[src/rtl/trivium_uart_pkg.sv]
// Shared definitions for the Trivium UART transmit and receive stages.
// Contents: TX FSM state encoding, data bits per byte, bit times per 8N1 frame.
package trivium_uart_pkg;

    localparam int DATA_BITS  = 8;
    localparam int FRAME_BITS = 10;

    typedef enum logic [1:0] {
        IDLE,
        START,
        DATA,
        STOP
    } tx_state_t;

endpackage

[src/rtl/trivium_uart_tx_sync_fifo.sv]
// sync_fifo: single-clock FIFO with a combinational read port.
// Ports:
//   clk, rst        clock, asynchronous active-high reset (pointers only)
//   push, wdata     write request and data; ignored when full unless a pop
//                   happens on the same edge
//   pop, rdata      read request and head-of-queue data; ignored when empty
//   full, empty     occupancy flags derived from registered pointers
module sync_fifo #(
    parameter int WIDTH = 8,
    parameter int DEPTH = 4
) (
    input  logic             clk,
    input  logic             rst,
    input  logic             push,
    input  logic             pop,
    input  logic [WIDTH-1:0] wdata,
    output logic [WIDTH-1:0] rdata,
    output logic             full,
    output logic             empty
);

    localparam int AW = $clog2(DEPTH);

    // One extra wrap bit distinguishes full from empty when the indices match.
    logic [AW:0]      wr_ptr_q, wr_ptr_d;
    logic [AW:0]      rd_ptr_q, rd_ptr_d;
    logic [WIDTH-1:0] mem [DEPTH];
    logic             do_push;
    logic             do_pop;

    assign empty = (wr_ptr_q == rd_ptr_q);
    assign full  = (wr_ptr_q[AW] != rd_ptr_q[AW]) &&
                   (wr_ptr_q[AW-1:0] == rd_ptr_q[AW-1:0]);
    assign rdata = mem[rd_ptr_q[AW-1:0]];

    always_comb begin
        // A pop frees the slot the push needs, so push-when-full succeeds then.
        do_pop   = pop && !empty;
        do_push  = push && (!full || do_pop);
        wr_ptr_d = do_push ? wr_ptr_q + 1'b1 : wr_ptr_q;
        rd_ptr_d = do_pop  ? rd_ptr_q + 1'b1 : rd_ptr_q;
    end

    always_ff @(posedge clk or posedge rst) begin
        if (rst) begin
            wr_ptr_q <= '0;
            rd_ptr_q <= '0;
        end else begin
            wr_ptr_q <= wr_ptr_d;
            rd_ptr_q <= rd_ptr_d;
        end
    end

    always_ff @(posedge clk) begin
        if (do_push) begin
            mem[wr_ptr_q[AW-1:0]] <= wdata;
        end
    end

endmodule

[src/rtl/trivium_uart_tx.sv]
// trivium_uart_tx: packs the Trivium output bit stream LSB-first into bytes,
// queues them in a small FIFO and sends each byte as an 8N1 UART frame.
// Ports:
//   clk, rst          clock, asynchronous active-high reset
//   bit_in, bit_valid one ciphertext bit per accepted cycle
//   flush             push any partial byte (zero padded) and request done
//   tx                registered serial line, idles high
//   busy              FSM active or FIFO non-empty
//   fifo_full         FIFO holds FIFO_DEPTH bytes
//   overflow          sticky: a byte was dropped on a full FIFO
//   done              one-cycle pulse once a flush has fully drained
module trivium_uart_tx #(
    parameter int CLKS_PER_BIT = 16,
    parameter int FIFO_DEPTH   = 4
) (
    input  logic clk,
    input  logic rst,
    input  logic bit_in,
    input  logic bit_valid,
    input  logic flush,
    output logic tx,
    output logic busy,
    output logic fifo_full,
    output logic overflow,
    output logic done
);

    import trivium_uart_pkg::*;

    localparam int BAUD_W = (CLKS_PER_BIT > 1) ? $clog2(CLKS_PER_BIT) : 1;

    logic [DATA_BITS-1:0] sr_q, sr_d;
    logic [2:0]           bit_cnt_q, bit_cnt_d;
    tx_state_t            state_q, state_d;
    logic [BAUD_W-1:0]    baud_q, baud_d;
    logic [2:0]           bit_idx_q, bit_idx_d;
    logic [DATA_BITS-1:0] tx_sr_q, tx_sr_d;
    logic                 tx_q, tx_d;
    logic                 overflow_q, overflow_d;
    logic                 flush_pend_q, flush_pend_d;
    logic                 done_q, done_d;

    logic [DATA_BITS-1:0] packed_byte;
    logic [3:0]           cnt_inc;
    logic                 push;
    logic                 pop;
    logic                 baud_last;
    logic                 done_cond;
    logic [DATA_BITS-1:0] rdata;
    logic                 full;
    logic                 empty;

    sync_fifo #(
        .WIDTH (DATA_BITS),
        .DEPTH (FIFO_DEPTH)
    ) u_fifo (
        .clk   (clk),
        .rst   (rst),
        .push  (push),
        .pop   (pop),
        .wdata (packed_byte),
        .rdata (rdata),
        .full  (full),
        .empty (empty)
    );

    always_comb begin
        // Packer: the current bit joins the byte before any push decision, so
        // flush together with the 8th bit yields exactly one push. The shift
        // register is cleared on every push, which gives the zero padding.
        packed_byte = sr_q;
        if (bit_valid) begin
            packed_byte[bit_cnt_q] = bit_in;
        end
        cnt_inc = {1'b0, bit_cnt_q} + {3'b000, bit_valid};
        push    = (cnt_inc == 4'd8) || (flush && (cnt_inc != 4'd0));
        if (push) begin
            sr_d      = '0;
            bit_cnt_d = '0;
        end else begin
            sr_d      = packed_byte;
            bit_cnt_d = cnt_inc[2:0];
        end

        // TX FSM
        state_d   = state_q;
        baud_d    = baud_q;
        bit_idx_d = bit_idx_q;
        tx_sr_d   = tx_sr_q;
        tx_d      = tx_q;
        pop       = 1'b0;
        baud_last = (baud_q == BAUD_W'(CLKS_PER_BIT - 1));
        unique case (state_q)
            IDLE: begin
                if (!empty) begin
                    pop     = 1'b1;
                    tx_sr_d = rdata;
                    tx_d    = 1'b0;
                    baud_d  = '0;
                    state_d = START;
                end
            end
            START: begin
                if (baud_last) begin
                    baud_d    = '0;
                    bit_idx_d = '0;
                    tx_d      = tx_sr_q[0];
                    state_d   = DATA;
                end else begin
                    baud_d = baud_q + BAUD_W'(1);
                end
            end
            DATA: begin
                if (baud_last) begin
                    baud_d = '0;
                    if (bit_idx_q == 3'(DATA_BITS - 1)) begin
                        tx_d    = 1'b1;
                        state_d = STOP;
                    end else begin
                        // Shift first, so the next bit sits at index 1 now.
                        bit_idx_d = bit_idx_q + 3'd1;
                        tx_sr_d   = tx_sr_q >> 1;
                        tx_d      = tx_sr_q[1];
                    end
                end else begin
                    baud_d = baud_q + BAUD_W'(1);
                end
            end
            STOP: begin
                if (baud_last) begin
                    baud_d = '0;
                    // Back-to-back frames: go straight to START with no idle bit.
                    if (!empty) begin
                        pop     = 1'b1;
                        tx_sr_d = rdata;
                        tx_d    = 1'b0;
                        state_d = START;
                    end else begin
                        state_d = IDLE;
                    end
                end else begin
                    baud_d = baud_q + BAUD_W'(1);
                end
            end
            default: state_d = IDLE;
        endcase

        // Flush completion: a new flush in the same cycle keeps the request alive.
        done_cond    = flush_pend_q && empty && (state_q == IDLE) && (bit_cnt_q == 3'd0);
        done_d       = done_cond;
        flush_pend_d = flush || (flush_pend_q && !done_cond);
        overflow_d   = overflow_q || (push && full && !pop);
    end

    always_ff @(posedge clk or posedge rst) begin
        if (rst) begin
            sr_q         <= '0;
            bit_cnt_q    <= '0;
            state_q      <= IDLE;
            baud_q       <= '0;
            bit_idx_q    <= '0;
            tx_sr_q      <= '0;
            tx_q         <= 1'b1;
            overflow_q   <= 1'b0;
            flush_pend_q <= 1'b0;
            done_q       <= 1'b0;
        end else begin
            sr_q         <= sr_d;
            bit_cnt_q    <= bit_cnt_d;
            state_q      <= state_d;
            baud_q       <= baud_d;
            bit_idx_q    <= bit_idx_d;
            tx_sr_q      <= tx_sr_d;
            tx_q         <= tx_d;
            overflow_q   <= overflow_d;
            flush_pend_q <= flush_pend_d;
            done_q       <= done_d;
        end
    end

    assign tx        = tx_q;
    assign busy      = (state_q != IDLE) || !empty;
    assign fifo_full = full;
    assign overflow  = overflow_q;
    assign done      = done_q;

endmodule

[config.mk]
export PLATFORM = sky130hd
export DESIGN_NAME = trivium_uart_tx
export DESIGN_NICKNAME = d
export VERILOG_FILES = /design/src/rtl/trivium_uart_pkg.sv /design/src/rtl/trivium_uart_tx_sync_fifo.sv /design/src/rtl/trivium_uart_tx.sv
export SDC_FILE = /design/constraint.sdc
export NUM_CORES = 1
export LEC_CHECK = 0
export CAP_MARGIN = 20
export CORE_MARGIN = 3
export CORE_UTILIZATION = 50
export DETAILED_ROUTE_END_ITERATION = 10
export PLACE_DENSITY = 0.67
export SETUP_SLACK_MARGIN = 0.2
export SLEW_MARGIN = 40
export SYNTH_ARGS = -nofsm -noshare
export SYNTH_HDL_FRONTEND = slang
export SYNTH_SLANG_ARGS = --single-unit
export TNS_END_PERCENT = 50
[constraint.sdc]
create_clock -name clk -period 2.6 [get_ports clk]
set_input_delay 0.52 -clock clk [delete_from_list [all_inputs] [get_ports clk]]
set_output_delay 0.52 -clock clk [all_outputs]
set_load 0.02 [all_outputs]
==> key figures <==
Outcome
  • Status: completed

Final layout
  • Final Util: 0.619
  • Design area: around 0.0038 mm2
  • Share of layout cells above drive strength 1: 0.259
  • Area Growth Syn to Fin: 15.8%
  • Antenna cells: 0
  • Final std cells w/o fill: approximately 350
  • Nets: 289

Floorplan
  • Die ar.: between 0.007 and 0.008 mm2
  • FP Rows: 28
  • Die width: between 80 and 90 um
  • Die Y: 87 um
  • Initial cell density of the core: 0.535
  • Boundary pin count: 10
  • Core ar.: 0.00613 mm2

Power and ir drop
  • Clock power share: 0.244
  • Internal power: 2.86 mW
  • Share of total power in combinational logic: 0.387
  • P_leak: 1.56 nW
  • Max VDD drop: 0.000681 V
  • Sw Share: 0.343
  • Power Dens Cells: 1150 mW/mm2
  • Flop pwr share: 0.369
  • Sw power: 1.49 mW
  • Final Power: around 4.4 mW

Placed design
  • Post-DP HPWL: 4190 um
  • DP Area: 0.00354 mm2
  • Number of port buffers: 9
  • Dpl ws: -0.277 ns
  • Routability cong.: 0.817
  • Placed instance count: 333

Setup path
  • Startpoint types: flop
  • Worst-path fanout max: 9
  • Crit Path Class: flop to flop
  • Worst EP arrival: 2.29 ns
  • CP endpoint kind: flop
  • Reg2reg setup slack: 0.34 ns
  • CP required: 2.63 ns

Logic synthesis
  • Seq/Total Area, Yosys: 0.583
  • Post-synth net total: between 200 and 300
  • Post-synth top area share: 0.293
  • Synthesized flop and latch total: 70
  • Async S/R FF share, synth: 0.543
  • Netlist cell types: 49
  • Dominant synthesized flop cell: dfrtp_1
  • Synth Cell Area: 0.00328 mm2
  • Mapped Cells: 241
  • Leading area contributor after synthesis: edfxtp_1
  • Ranking of synthesized cells by area: edfxtp_1 (29%), dfrtp_1 (28%), ha_1 (5.7%), mux4_2 (5.5%), a211oi_1 (3.7%)
  • Yosys warning count: 0
  • Synth Area per Inst: 13.6 um2
  • Synth cell count leaders: dfrtp_1 (37), edfxtp_1 (32), a211oi_1 (16)
  • Most common cell in the netlist: dfrtp_1
  • Post-synth EDFFs: 32

STA
  • Final Hold Viols: 0
  • Max_slew headroom: 0.587
  • Final setup violation count: 0
  • Clock Skews: 0.0127 ns
  • Post-route setup slack: between 0.3 and 0.4 ns
  • Pins Over Slew Limit: 0
  • Max frequency: 442 MHz
  • Slew @ Worst Pin: 0.620 ns
  • Crit share post-route: 0.870
  • RSZ-0062 raised after global routing: no
  • Clock period minus worst slack: 2.26 ns

Route
  • DR WL met2: 2900 um
  • Pre-antenna DRT Iters: 4
  • WL per Instance: 16.8 um
  • Drt total wl: 5880 um
  • Routed metal-1 wire length: 2760 um
  • Post-route ant nets: 0
  • DRC Markers: 0
  • Total number of vias: around 2000
  • Metal3 WL: 191 um
  • DRT iter0 DRCs: 84
  • Vias/cell: ~5.8
  • DR top layer: met4

GRT
  • Initial antenna violation count: 0
  • GR Overflow Total: 0
  • Largest net degree at the start of global routing: 39
  • Total global-route track usage: 0.181
  • Number of global-route vias before repair: 2038
  • First-pass GRT wire length: 10400 um

CTS
  • CTS Buf Count: 9
  • CTS Sinks: 70
  • Clock transition at path regs: 0.08 ns
  • Htree depth: 3
  • Root buffer cell: clkbuf_8
  • Clock tree buffer depth: 2
  • TritonCTS clock tree: done
  • Clk Latency, worst-skew pair: between 0.3 and 0.4 ns

Job
  • Max-cap viol count: 0

Min path
  • Worst hold path type: flop to flop
## layout make-up
type	count	area (um2)
Clock inverter	7	121
Clock buffer	9	124
Fill cell	473	2330
Tap cell	75	93.8
Sequential cell	70	1910
Multi-Input combinational cell	152	1290
Timing Repair Buffer	25	210
Inverter	11	41.3
## per-stage QoR
| stage | TNS (ns) | hold WS [ns] |
|---|---|---|
| finish | 0 | 0.475 |
| global route | 0 | 0.501 |
| CTS | 0 | 0.480 |
| detailed placement | -8.66 | 0.462 |
| global placement | -7.51 | 0.454 |
| floorplan | 0 | 0.454 |
## cells in the final DEF (no fill, tap or decap), drive strengths merged, types with 4 or more instances in the layout
| cell | count |
|---|---|
| a211oi | 16 |
| nor2b | 14 |
| inv | 12 |
| nand3 | 4 |
| nor2 | 7 |
| edfxtp | 32 |
| mux4 | 8 |
| o21ai | 4 |
| and2 | 4 |
| nand2 | 10 |
| a21oi | 10 |
| dfrtp | 37 |
| buf | 16 |
| ha | 15 |
| and3 | 4 |
| mux2 | 11 |
| nor3 | 5 |
| clkbuf | 9 |
| xnor2 | 9 |
| clkdlybuf4s50 | 6 |
## routing by layer
metal  GRT usage  vias up
met4      0.0482        0
li1            -      961
met2       0.288       30
met3      0.0539        2
met5           0        -
met1       0.243     1018
## worst max-delay path, cell delays in order, from the launching register on
cell     delay (ns)
dfrtp_1        0.53
ha_2           0.34
or4_4          0.50
a22oi_2        0.26
and2_2         0.31
## registers in the layout, summed over array words and instances, names as in the netlist, 2 cells and up
name	count
sr_q	8
bit_cnt_q	3
u_fifo.wr_ptr_q	3
state_q	2
u_fifo.mem	32
baud_q	4
bit_idx_q	3
u_fifo.rd_ptr_q	3
tx_sr_q	8
## worst paths after layout
check,start,to,depth (start not counted)
setup / recovery,bit_cnt_q[1],u_fifo.mem[1][7],4
hold / removal,overflow,overflow,1
setup reg to reg,bit_cnt_q[1],u_fifo.mem[1][7],4
hold reg to reg,overflow,overflow,1
max in group asynchronous,rst,tx,3
min in group asynchronous,rst,flush_pend_q,3
## power groups by stage
stage / clock network (mW) / registers (mW) / logic (mW)
finish: 1.06 / 1.61 / 1.68
global route: 1.14 / 1.64 / 1.89
CTS: 1.08 / 1.61 / 1.69
detailed placement: 0 / 1.63 / 1.69
global placement: 0 / 1.62 / 1.65
floorplan: 0 / 1.59 / 1.27
## cells by family (layout without fill, tap and decap cells)
group	after synthesis	count (layout)	share of synthesized area
AND/OR/NAND/NOR	59	59	0.105
AO/OA/AOI/OAI	49	49	0.108
buffers and inverters	19	52	0.0252
XOR/XNOR	9	9	0.0240
adder cells (fa/ha/maj)	15	15	0.0572
flip-flops	70	70	0.583
multiplexers	20	20	0.0969
## timing repair
item / in CTS / in global routing
resized for setup: 5 / 2
gates cloned: 0 / 0
endpoints found under the setup margin: 35 / 1
hold buffers: 0 / 0
pin swaps: 4 / 0
buffers inserted: 0 / 0
Power figures use the tool's default switching activity.
